`src/rtl/fpu_addsub_stage_pkg.sv`:
```
// rtl/fpu_addsub_stage_pkg.sv - shared FPU class enum, binary32 constants and fflags bit positions
package fpu_addsub_stage_pkg;

  typedef enum logic [1:0] {
    CLS_NONE     = 2'd0,
    CLS_QNAN_OUT = 2'd1,
    CLS_INF_OUT  = 2'd2
  } fp_class_e;

  localparam logic [31:0] FP32_CANON_NAN = 32'h7fc00000;
  localparam logic [7:0]  FP32_EXP_MAX   = 8'hff;

  localparam logic [2:0] FFLAG_NV = 3'd4;
  localparam logic [2:0] FFLAG_DZ = 3'd3;
  localparam logic [2:0] FFLAG_OF = 3'd2;
  localparam logic [2:0] FFLAG_UF = 3'd1;
  localparam logic [2:0] FFLAG_NX = 3'd0;

  // Add/sub here can only raise invalid or inexact; the other bits are always clear.
  function automatic logic [4:0] make_fflags(input logic nv, input logic nx);
    logic [4:0] f;
    f           = '0;
    f[FFLAG_NV] = nv;
    f[FFLAG_DZ] = 1'b0;
    f[FFLAG_OF] = 1'b0;
    f[FFLAG_UF] = 1'b0;
    f[FFLAG_NX] = nx;
    return f;
  endfunction

  function automatic logic [31:0] fp32_inf(input logic sign);
    return {sign, FP32_EXP_MAX, 23'h0};
  endfunction

endpackage

```
`src/rtl/fpu_addsub_stage_if.sv`:
```
// rtl/fpu_addsub_stage_if.sv - request and writeback handshake bundle for the add/sub stage
interface fpu_addsub_stage_if;

  logic        req_valid;
  logic        req_ready;
  logic        req_op;
  logic [31:0] req_rs1;
  logic [31:0] req_rs2;
  logic [4:0]  req_rd;

  logic        wb_valid;
  logic        wb_ready;
  logic [31:0] wb_data;
  logic [4:0]  wb_rd;
  logic [4:0]  wb_flags;

  modport master (
    output req_valid, req_op, req_rs1, req_rs2, req_rd, wb_ready,
    input  req_ready, wb_valid, wb_data, wb_rd, wb_flags
  );

  modport slave (
    input  req_valid, req_op, req_rs1, req_rs2, req_rd, wb_ready,
    output req_ready, wb_valid, wb_data, wb_rd, wb_flags
  );

endinterface

```
`src/rtl/fpu_addsub_stage_classify.sv`:
```
// rtl/fpu_addsub_stage_classify.sv - fp32_classify: combinational binary32 operand classifier
module fp32_classify
  import fpu_addsub_stage_pkg::*;
(
  input  logic [31:0] op,
  output logic        is_zero,
  output logic        is_sub,
  output logic        is_inf,
  output logic        is_nan,
  output logic        is_snan
);

  logic exp_zero;
  logic exp_max;
  logic frac_zero;
  logic unused_sign;

  assign exp_zero  = (op[30:23] == 8'h00);
  assign exp_max   = (op[30:23] == FP32_EXP_MAX);
  assign frac_zero = (op[22:0] == 23'h0);

  assign is_zero = exp_zero & frac_zero;
  assign is_sub  = exp_zero & ~frac_zero;
  assign is_inf  = exp_max & frac_zero;
  assign is_nan  = exp_max & ~frac_zero;
  // Quiet bit clear on a NaN marks it signaling.
  assign is_snan = is_nan & ~op[22];

  assign unused_sign = op[31];

endmodule

```
`src/rtl/fpu_addsub_stage.sv`:
```
// rtl/fpu_addsub_stage.sv - FADD/FSUB issue/writeback wrapper around FADD_F; FPU_FFLAGS_ACC_EN enables sticky fflags
module fpu_addsub_stage
  import fpu_addsub_stage_pkg::*;
(
  input  logic               CLK,
  input  logic               RSTn,
  fpu_addsub_stage_if.slave  bus,
  output logic [31:0]        fadd_in1,
  output logic [31:0]        fadd_in2,
  input  logic [31:0]        fadd_out,
  input  logic               fadd_inexact,
  input  logic               fflags_clr,
  output logic [4:0]         fflags_acc
);

  // S1: operand register feeding the adder
  logic        s1_valid_q, s1_valid_d;
  logic [31:0] s1_a_q,     s1_a_d;
  logic [31:0] s1_b_q,     s1_b_d;
  logic [4:0]  s1_rd_q,    s1_rd_d;
  fp_class_e   s1_cls_q,   s1_cls_d;
  // NV for a NaN result, sign for an infinite result
  logic        s1_aux_q,   s1_aux_d;

  // S2: writeback register
  logic        s2_valid_q, s2_valid_d;
  logic [31:0] wb_data_q,  wb_data_d;
  logic [4:0]  wb_rd_q,    wb_rd_d;
  logic [4:0]  wb_flags_q, wb_flags_d;

  logic        s2_adv;
  logic        s1_adv;
  logic        req_ready;
  logic        accept;
  logic        retire;

  logic [31:0] rs2_signed;
  logic        a_zero, a_sub, a_inf, a_nan, a_snan;
  logic        b_zero, b_sub, b_inf, b_nan, b_snan;
  fp_class_e   scr_cls;
  logic        scr_aux;
  logic        unused_zero;

  assign s2_adv    = ~s2_valid_q | bus.wb_ready;
  assign s1_adv    = s1_valid_q & s2_adv;
  assign req_ready = ~s1_valid_q | s2_adv;
  assign accept    = bus.req_valid & req_ready;
  assign retire    = s2_valid_q & bus.wb_ready;

  // Subtraction is addition with the second operand's sign flipped.
  assign rs2_signed = bus.req_op ? {~bus.req_rs2[31], bus.req_rs2[30:0]} : bus.req_rs2;

  fp32_classify u_cls_a (
    .op      (bus.req_rs1),
    .is_zero (a_zero),
    .is_sub  (a_sub),
    .is_inf  (a_inf),
    .is_nan  (a_nan),
    .is_snan (a_snan)
  );

  fp32_classify u_cls_b (
    .op      (rs2_signed),
    .is_zero (b_zero),
    .is_sub  (b_sub),
    .is_inf  (b_inf),
    .is_nan  (b_nan),
    .is_snan (b_snan)
  );

  assign unused_zero = a_zero ^ b_zero;

  // Screen the cases the adder cannot handle: NaN wins, then opposing infinities, then any infinity.
  always_comb begin
    scr_cls = CLS_NONE;
    scr_aux = 1'b0;
    if (a_nan | b_nan) begin
      scr_cls = CLS_QNAN_OUT;
      scr_aux = a_snan | b_snan;
    end else if (a_inf & b_inf & (bus.req_rs1[31] != rs2_signed[31])) begin
      scr_cls = CLS_QNAN_OUT;
      scr_aux = 1'b1;
    end else if (a_inf) begin
      scr_cls = CLS_INF_OUT;
      scr_aux = bus.req_rs1[31];
    end else if (b_inf) begin
      scr_cls = CLS_INF_OUT;
      scr_aux = rs2_signed[31];
    end
  end

  // S1 next state: load on accept (subnormals flushed to signed zero), empty when it moves to S2.
  always_comb begin
    s1_valid_d = s1_valid_q;
    s1_a_d     = s1_a_q;
    s1_b_d     = s1_b_q;
    s1_rd_d    = s1_rd_q;
    s1_cls_d   = s1_cls_q;
    s1_aux_d   = s1_aux_q;
    if (accept) begin
      s1_valid_d = 1'b1;
      s1_a_d     = a_sub ? {bus.req_rs1[31], 31'h0} : bus.req_rs1;
      s1_b_d     = b_sub ? {rs2_signed[31], 31'h0} : rs2_signed;
      s1_rd_d    = bus.req_rd;
      s1_cls_d   = scr_cls;
      s1_aux_d   = scr_aux;
    end else if (s1_adv) begin
      s1_valid_d = 1'b0;
    end
  end

  // S2 next state: capture adder result or screened value; hold while stalled, empty on retire.
  always_comb begin
    s2_valid_d = s2_valid_q;
    wb_data_d  = wb_data_q;
    wb_rd_d    = wb_rd_q;
    wb_flags_d = wb_flags_q;
    if (s1_adv) begin
      s2_valid_d = 1'b1;
      wb_rd_d    = s1_rd_q;
      case (s1_cls_q)
        CLS_QNAN_OUT: begin
          wb_data_d  = FP32_CANON_NAN;
          wb_flags_d = make_fflags(s1_aux_q, 1'b0);
        end
        CLS_INF_OUT: begin
          wb_data_d  = fp32_inf(s1_aux_q);
          wb_flags_d = make_fflags(1'b0, 1'b0);
        end
        default: begin
          // Tiny adder results are flushed to signed zero, keeping only the sign.
          wb_data_d  = (fadd_out[30:23] == 8'h00) ? {fadd_out[31], 31'h0} : fadd_out;
          wb_flags_d = make_fflags(1'b0, fadd_inexact);
        end
      endcase
    end else if (retire) begin
      s2_valid_d = 1'b0;
    end
  end

  // Pipeline registers; reset discards anything in flight.
  always_ff @(posedge CLK or negedge RSTn) begin
    if (!RSTn) begin
      s1_valid_q <= 1'b0;
      s1_a_q     <= '0;
      s1_b_q     <= '0;
      s1_rd_q    <= '0;
      s1_cls_q   <= CLS_NONE;
      s1_aux_q   <= 1'b0;
      s2_valid_q <= 1'b0;
      wb_data_q  <= '0;
      wb_rd_q    <= '0;
      wb_flags_q <= '0;
    end else begin
      s1_valid_q <= s1_valid_d;
      s1_a_q     <= s1_a_d;
      s1_b_q     <= s1_b_d;
      s1_rd_q    <= s1_rd_d;
      s1_cls_q   <= s1_cls_d;
      s1_aux_q   <= s1_aux_d;
      s2_valid_q <= s2_valid_d;
      wb_data_q  <= wb_data_d;
      wb_rd_q    <= wb_rd_d;
      wb_flags_q <= wb_flags_d;
    end
  end

`ifdef FPU_FFLAGS_ACC_EN
  logic [4:0] fflags_acc_q, fflags_acc_d;

  // Sticky flags; a clear wins over a retire in the same cycle, dropping that op's flags.
  always_comb begin
    fflags_acc_d = fflags_acc_q;
    if (fflags_clr) begin
      fflags_acc_d = '0;
    end else if (retire) begin
      fflags_acc_d = fflags_acc_q | wb_flags_q;
    end
  end

  // Accumulator register.
  always_ff @(posedge CLK or negedge RSTn) begin
    if (!RSTn) begin
      fflags_acc_q <= '0;
    end else begin
      fflags_acc_q <= fflags_acc_d;
    end
  end

  assign fflags_acc = fflags_acc_q;
`else
  logic unused_clr;
  assign unused_clr = fflags_clr;
  assign fflags_acc = '0;
`endif

  assign bus.req_ready = req_ready;
  assign bus.wb_valid  = s2_valid_q;
  assign bus.wb_data   = wb_data_q;
  assign bus.wb_rd     = wb_rd_q;
  assign bus.wb_flags  = wb_flags_q;
  assign fadd_in1      = s1_a_q;
  assign fadd_in2      = s1_b_q;

endmodule

```
`src/flat_wrapper.sv`:
```
// flat-port wrapper written by rule: the top's interface ports become plain ports
module fpu_addsub_stage_flat import fpu_addsub_stage_pkg::*;
  (CLK, RSTn, fadd_in1, fadd_in2, fadd_out, fadd_inexact, fflags_clr, fflags_acc, bus_req_valid, bus_req_op, bus_req_rs1, bus_req_rs2, bus_req_rd, bus_wb_ready, bus_req_ready, bus_wb_valid, bus_wb_data, bus_wb_rd, bus_wb_flags);
  fpu_addsub_stage_if bus_i ();
  input  logic CLK;
  input  logic RSTn;
  output logic [31:0] fadd_in1;
  output logic [31:0] fadd_in2;
  input  logic [31:0] fadd_out;
  input  logic fadd_inexact;
  input  logic fflags_clr;
  output logic [4:0] fflags_acc;
  input wire logic [$bits(bus_i.req_valid)-1:0] bus_req_valid;
  input wire logic [$bits(bus_i.req_op)-1:0] bus_req_op;
  input wire logic [$bits(bus_i.req_rs1)-1:0] bus_req_rs1;
  input wire logic [$bits(bus_i.req_rs2)-1:0] bus_req_rs2;
  input wire logic [$bits(bus_i.req_rd)-1:0] bus_req_rd;
  input wire logic [$bits(bus_i.wb_ready)-1:0] bus_wb_ready;
  output wire logic [$bits(bus_i.req_ready)-1:0] bus_req_ready;
  output wire logic [$bits(bus_i.wb_valid)-1:0] bus_wb_valid;
  output wire logic [$bits(bus_i.wb_data)-1:0] bus_wb_data;
  output wire logic [$bits(bus_i.wb_rd)-1:0] bus_wb_rd;
  output wire logic [$bits(bus_i.wb_flags)-1:0] bus_wb_flags;
  assign bus_i.req_valid = bus_req_valid;
  assign bus_i.req_op = bus_req_op;
  assign bus_i.req_rs1 = bus_req_rs1;
  assign bus_i.req_rs2 = bus_req_rs2;
  assign bus_i.req_rd = bus_req_rd;
  assign bus_i.wb_ready = bus_wb_ready;
  assign bus_req_ready = bus_i.req_ready;
  assign bus_wb_valid = bus_i.wb_valid;
  assign bus_wb_data = bus_i.wb_data;
  assign bus_wb_rd = bus_i.wb_rd;
  assign bus_wb_flags = bus_i.wb_flags;
  fpu_addsub_stage u_core (.CLK(CLK), .RSTn(RSTn), .bus(bus_i), .fadd_in1(fadd_in1), .fadd_in2(fadd_in2), .fadd_out(fadd_out), .fadd_inexact(fadd_inexact), .fflags_clr(fflags_clr), .fflags_acc(fflags_acc));
endmodule
```
`config.mk`:
```
export PLATFORM = sky130hd
export DESIGN_NAME = fpu_addsub_stage_flat
export DESIGN_NICKNAME = d
export VERILOG_FILES = /design/src/rtl/fpu_addsub_stage_pkg.sv /design/src/rtl/fpu_addsub_stage_if.sv /design/src/rtl/fpu_addsub_stage_classify.sv /design/src/rtl/fpu_addsub_stage.sv /design/src/flat_wrapper.sv
export SDC_FILE = /design/constraint.sdc
export NUM_CORES = 1
export LEC_CHECK = 0
export CORE_UTILIZATION = 41
export DETAILED_ROUTE_END_ITERATION = 7
export GPL_TIMING_DRIVEN = 1
export PLACE_DENSITY_LB_ADDON = 0.15
export SETUP_SLACK_MARGIN = 0.02
export SYNTH_ARGS = -nofsm -noshare
export SYNTH_HDL_FRONTEND = slang
export SYNTH_SLANG_ARGS = --single-unit
```
`constraint.sdc`:
```
create_clock -name CLK -period 1.6 [get_ports CLK]
set_input_delay 0.16 -clock CLK [delete_from_list [all_inputs] [get_ports CLK]]
set_output_delay 0.16 -clock CLK [all_outputs]
set_load 0.03 [all_outputs]
```
# Yosys cells after proc, flatten, opt, wreduce, memory -nomap -nowiden
# Index checks and enable logic that the tools add are counted.
[totals] regBits=116 output_inout_bits=113 elab_cells=64
[classes] n_eq_ne=5 n_mux=18 n_bitwise=24 n_reduce_logical=7
[op_table] operator="$mux 31" count=3
[op_table] operator="$pmux 32 s2" count=1
[op_table] operator="$logic_not 23->1" count=2
[op_table] operator="$mux 32" count=1
[op_table] operator="$logic_not 8->1" count=3
[op_table] operator="$eq 8x8->1 const B" count=2
[op_table] operator="$and 1x1->1" count=13
[op_table] operator="$pmux 5 s2" count=1
[op_table] operator="$mux 1" count=8
[op_table] operator="$mux 2" count=4
[op_table] operator="$not 1->1" count=7
[op_table] operator="$or 1x1->1" count=4
[op_table] operator="$reduce_bool 2->1" count=2
[op_table] operator="$eq 2x1->1 const B" count=1
[op_table] operator="$eq 2x2->1 const B" count=1
[op_table] operator="$ne 1x1->1" count=1

# Depth between registers and ports, before layout
[depth] depth_word=8 mapped_depth=6 mapped_depth_nobuf=6

# Hierarchy
# A second synthesis with hierarchy kept.
[hier_totals] cells_unflattened=435 area_unflattened_um2=5272.6
[by_module_without_submodules] mod="fpu_addsub_stage" instances=1 cells_each=393 area_each_um2=4987.3
[by_module_without_submodules] mod="fp32_classify" instances=2 cells_each=21 area_each_um2=142.6

# Least setup slack after synthesis
# OpenSTA, ideal clock, no wires.
[synth_path] path_kind="reg2reg" startpoint="register u_core.s2_valid_q, in the netlist u_core.bus.wb_valid" endpoint="register u_core.s1_b_q[17], in the netlist u_core.fadd_in2[17]" t_arrival_ps=1776 slack_ps=-297 stages_incl_launch_ff=7 synth_period_minus_slack_ps=1897 path_cell_list="dfrtp_1 -> nand3b_1 -> and2_1 -> buf_2 -> o21a_4 -> buf_6 -> a22o_1"
[synth_via] elab_chain_len=4
[synth_rtl] item="from (decl)" line="fpu_addsub_stage.sv:26" source="logic s2_valid_q, s2_valid_d;"
[synth_rtl] item="from (signal assigned)" line="fpu_addsub_stage.sv:161" source="s2_valid_q <= s2_valid_d;"
[synth_rtl] item="$not 1->1" line="fpu_addsub_stage.sv:44" source="assign s2_adv = ~s2_valid_q | bus.wb_ready;"
[synth_rtl] item="$or 1x1->1" line="fpu_addsub_stage.sv:44"
[synth_rtl] item="$or 1x1->1" line="fpu_addsub_stage.sv:46" source="assign req_ready = ~s1_valid_q | s2_adv;"
[synth_rtl] item="net bus_req_ready" line="flat_wrapper.sv:19" source="output wire logic [$bits(bus_i.req_ready)-1:0] bus_req_ready;"
[synth_rtl] item="$and 1x1->1" line="fpu_addsub_stage.sv:47" source="assign accept = bus.req_valid & req_ready;"
[synth_rtl] item="to (signal assigned)" line="fpu_addsub_stage.sv:146" source="s1_b_q <= '0;"
[synth_rtl] item="to (signal assigned)" line="fpu_addsub_stage.sv:157" source="s1_b_q <= s1_b_d;"
[synth_rtl] item="to (decl)" line="fpu_addsub_stage.sv:19" source="logic [31:0] s1_b_q, s1_b_d;"
# The timed path passes the listed nets, and every way through them passes these cells.
# A chain may end at the register's enable or synchronous reset.

# Worst setup path after layout
[layout_path] startpoint="input port bus_req_rs1[15]" endpoint="register u_core.s1_aux_q"
[layout_via] elab_chain_len=6
[layout_rtl] item="from (decl)" line="flat_wrapper.sv:15" source="input wire logic [$bits(bus_i.req_rs1)-1:0] bus_req_rs1;"
[layout_rtl] item="$logic_not 23->1 *" line="fpu_addsub_stage_classify.sv:20" source="assign frac_zero = (op[22:0] == 23'h0);"
[layout_rtl] item="$and 1x1->1 or $not 1->1 (tied branches)" line="fpu_addsub_stage_classify.sv:24, fpu_addsub_stage_classify.sv:25"
[layout_rtl] item="$and 1x1->1 (on tied branches)" line="fpu_addsub_stage.sv:80, fpu_addsub_stage_classify.sv:25"
[layout_rtl] item="$and 1x1->1 (on tied branches)" line="fpu_addsub_stage.sv:80, fpu_addsub_stage_classify.sv:27"
[layout_rtl] item="$mux 1 or $or 1x1->1 (tied branches)" line="fpu_addsub_stage.sv:80, fpu_addsub_stage.sv:79"
[layout_rtl] item="$mux 1 *" line="fpu_addsub_stage.sv:77" source="if (a_nan | b_nan) begin"
[layout_rtl] item="to (signal assigned)" line="fpu_addsub_stage.sv:160" source="s1_aux_q <= s1_aux_d;"
[layout_rtl] item="to (decl)" line="fpu_addsub_stage.sv:23" source="logic s1_aux_q, s1_aux_d;"
# Every way passes the cells marked *; elsewhere a longest branch is shown, timed or not.

==> impl_metrics.toml <==
[global_route]
grt_pass1_wl_um = 21400
antenna_found_initial = 0
grt_max_degree = 58
grt_usage_pct = 23.8
overflow = 0
grt_pass1_vias = 4355

[clock_tree]
clkSinkCount = 113
ctsRootBufferMaster = "clkbuf_16"
path_clk_slew_ns = 0.05
insertion_delay_ns = 0.40
cts_buffers = 17
htree_levels = 4
clockBufferDepth = 2
tritoncts = "done"

[floorplanning]
start_util_pct = 42.5
coreArea_sq_um = 10900
die-area_sq_um = 11800
die_h_um = 108
io_pins = 221
rows = 38
chipWidth_um = 108

[drt]
vias = 4360
drc = 0
wl_per_cell_um = 16.3
vias_per_cell = 5.11
firstDrtPassIters = 4
drt_iter0_markers = 242
finalWirelength_um = 13900
antenna_left = 0

[logic_synthesis]
yosysWarnings = 0
ys_seq_area_share_pct = 60.9
synth_top_area_cell = "dfrtp_1"
netlist_top_cells_area = "dfrtp_1 61%, nand2_1 11%, a22o_1 8.7%"
ys_seq_elements = 113
synth.top_cell.area_share_pct = 60.9
netlist_instances = 447
avgSynthCellArea_sq_um = 10.4
syn-cell-area_sq_um = 4650
ys_types = 40

[layout]
diodes = 0
final_core_utilization_pct = 70.9
final_common_cell = "nand2_1"
final_cells = 854
design_area_sq_um = 7760
regArea_sq_um = 2830
multi_input_area_sq_um = 1680
drive_gt1_share_pct = 13.4
layout_common_cells = "137 x nand2_1, 112 x dfrtp_1, 104 x clkdlybuf4s50_1"
num-fill-cells = 875
final_nets = 812
syn2layout_area_growth_pct = 67.0

[timing]
fmax_ghz = 0.645
rsz0062_at_grt = "yes"
hold_viol_final = 0
period_needed_ns = 1.55
setup_viol = 0
drv_slew = 0
skew_ns = 0.00979
fin_crit_sh_pct = 96.9

[worst_setup_path]
reg2reg_depth = 5
crit_required_ns = 1.87
r2r-end = "u_core.s1_aux_q"
critPathLaunchType = "primary input"
cp.arrival_ns = 1.82
crit_fanout = 4
r2r_slack_ns = 0.20
r2r-start = "u_core.bus.wb_valid"
crit_start = "bus_req_rs1[15]"
end_kind = "flip-flop"
setup.worst_path.class = "primary input to flip-flop"

[power]
cellPowerDensity_nw_per_um2 = 1290
p_leak_nw = 3.80
ir_worst_vdd_v = 0.000682
power_mw = 10.0

[placement]
hpwl_um = 9730
place_inst = 819
gp_congestion = 0.810
placed_cell_area_sq_um = 7190
placement.io_buffers = 211

[job]
cap_violations = 0

[worst_hold_path]
hold_path_end = "u_core.fadd_in1[18]"
min_from = "bus_req_rs1[18]"
whs_path_depth = 2
hp-class = "primary input to flip-flop"

[status]
outcome = "complete, no violations"
==> stage by stage <==
stage | hold WS (ns) | worst slack [ns] | setup TNS [ns]
after floorplan | -0.136 | -0.116 | -2.62
after global placement | 0.188 | -0.305 | -13.88
after detailed placement | 0.192 | -0.445 | -18.52
after CTS | 0.274 | 0.0201 | 0
after global routing | 0.0742 | -0.00834 | -0.0131
final | 0.0858 | 0.0496 | 0
==> kinds of logic after synthesis <==
| kind of cell | count (synthesis) | synth area share [%] |
|---|---|---|
| buf+inv | 45 | 5.01 |
| compound gates | 94 | 15.2 |
| fa+ha+maj | 2 | 0.539 |
| other cells | 1 | 0.0807 |
| xor+xnor | 2 | 0.377 |
| simple gates | 189 | 17.7 |
| flops | 113 | 60.9 |
| mux | 1 | 0.215 |
==> state kept, by name, indices dropped and copies added (netlist names) <==
name                 cells
u_core.s1_valid_q        1
u_core.bus.wb_data      32
u_core.fadd_in1         32
u_core.s1_rd_q           5
u_core.s1_aux_q          1
u_core.fadd_in2         32
u_core.bus.wb_valid      1
u_core.s1_cls_q          2
u_core.bus.wb_flags      2
u_core.bus.wb_rd         5
==> Yosys cell counts <==
master and n:
nand2_1 138, dfrtp_1 113, a22o_1 46, o21ai_0 25, nor4_1 15, clkbuf_1 14
nor2_1 13, inv_1 12, a31oi_1 9, buf_4 8, nand4_1 6, buf_1 4
buf_6 4, a21oi_1 3, buf_2 3, nand2b_1 3, and2_1 2, and4_4 2
ha_1 2, nor2_2 2, nor3_1 2, o21a_4 2, xnor2_1 2, a211oi_1 1
a32oi_1 1, conb_1 1, mux2i_1 1, nand2_4 1, nand3_1 1, nand3b_1 1
nand4b_1 1, o2111ai_1 1, o211ai_1 1, o21a_1 1, o221a_2 1, o221ai_1 1
o311a_1 1, o41ai_1 1, or2_1 1, or4_1 1
==> layout make-up <==
type                       instances  share of cell area (%)
clock buffer                      21                    5.94
sequential                       113                    36.5
tap                              140                    2.26
timing repair buffer             260                    31.3
inverter                          12                   0.581
clock inverter                    10                    1.74
multi-input combinational        298                    21.7
==> where the power goes <==
| group | total [mW] | leakage (nW) | internal, mW | switching [mW] |
|---|---|---|---|---|
| clock | 3.80 | 0.293 | 2.51 | 1.28 |
| combinational | 2.67 | 2.12 | 1.02 | 1.65 |
| sequential | 3.54 | 1.38 | 3.31 | 0.237 |
==> critical path: stages <==
cell	delay, ns
clkdlybuf4s50_1	0.45
nor4_2	0.31
nand4_1	0.25
nor2_4	0.24
buf_6	0.13
mux2i_1	0.17
a31oi_1	0.10
==> metal layers <==
layer | vias up | part of all wire [%] | track usage, %
li1 | 2055 | - | -
met1 | 2111 | 41 | 29.5
met2 | 169 | 50 | 39.9
met3 | 25 | 7.2 | 6.03
met4 | 0 | 1.9 | 9.27
met5 | - | 0 | 0
==> timing repair <==
| item | in CTS | in global routing |
|---|---|---|
| hold buffers | 1 | 0 |
| gates cloned | 0 | 2 |
| setup endpoints to repair | 124 | 52 |
| pin swaps | 1 | 6 |
| hold endpoints to repair | 113 | 0 |
| gates resized for setup | 101 | 13 |
| setup buffers | 0 | 1 |
==> worst max path at each step <==
stage	end	cells past startpoint	slack, ns
floorplan	u_core.fadd_in2[17]	6	-0.12
global placement	u_core.fadd_in2[12]	6	-0.31
detailed placement	u_core.fadd_in2[14]	6	-0.44
CTS	bus_wb_data[28]	1	0.02
global route	u_core.s1_aux_q	7	-0.008
finish	u_core.s1_aux_q	7	0.05
(Power assumes the default switching activity.)
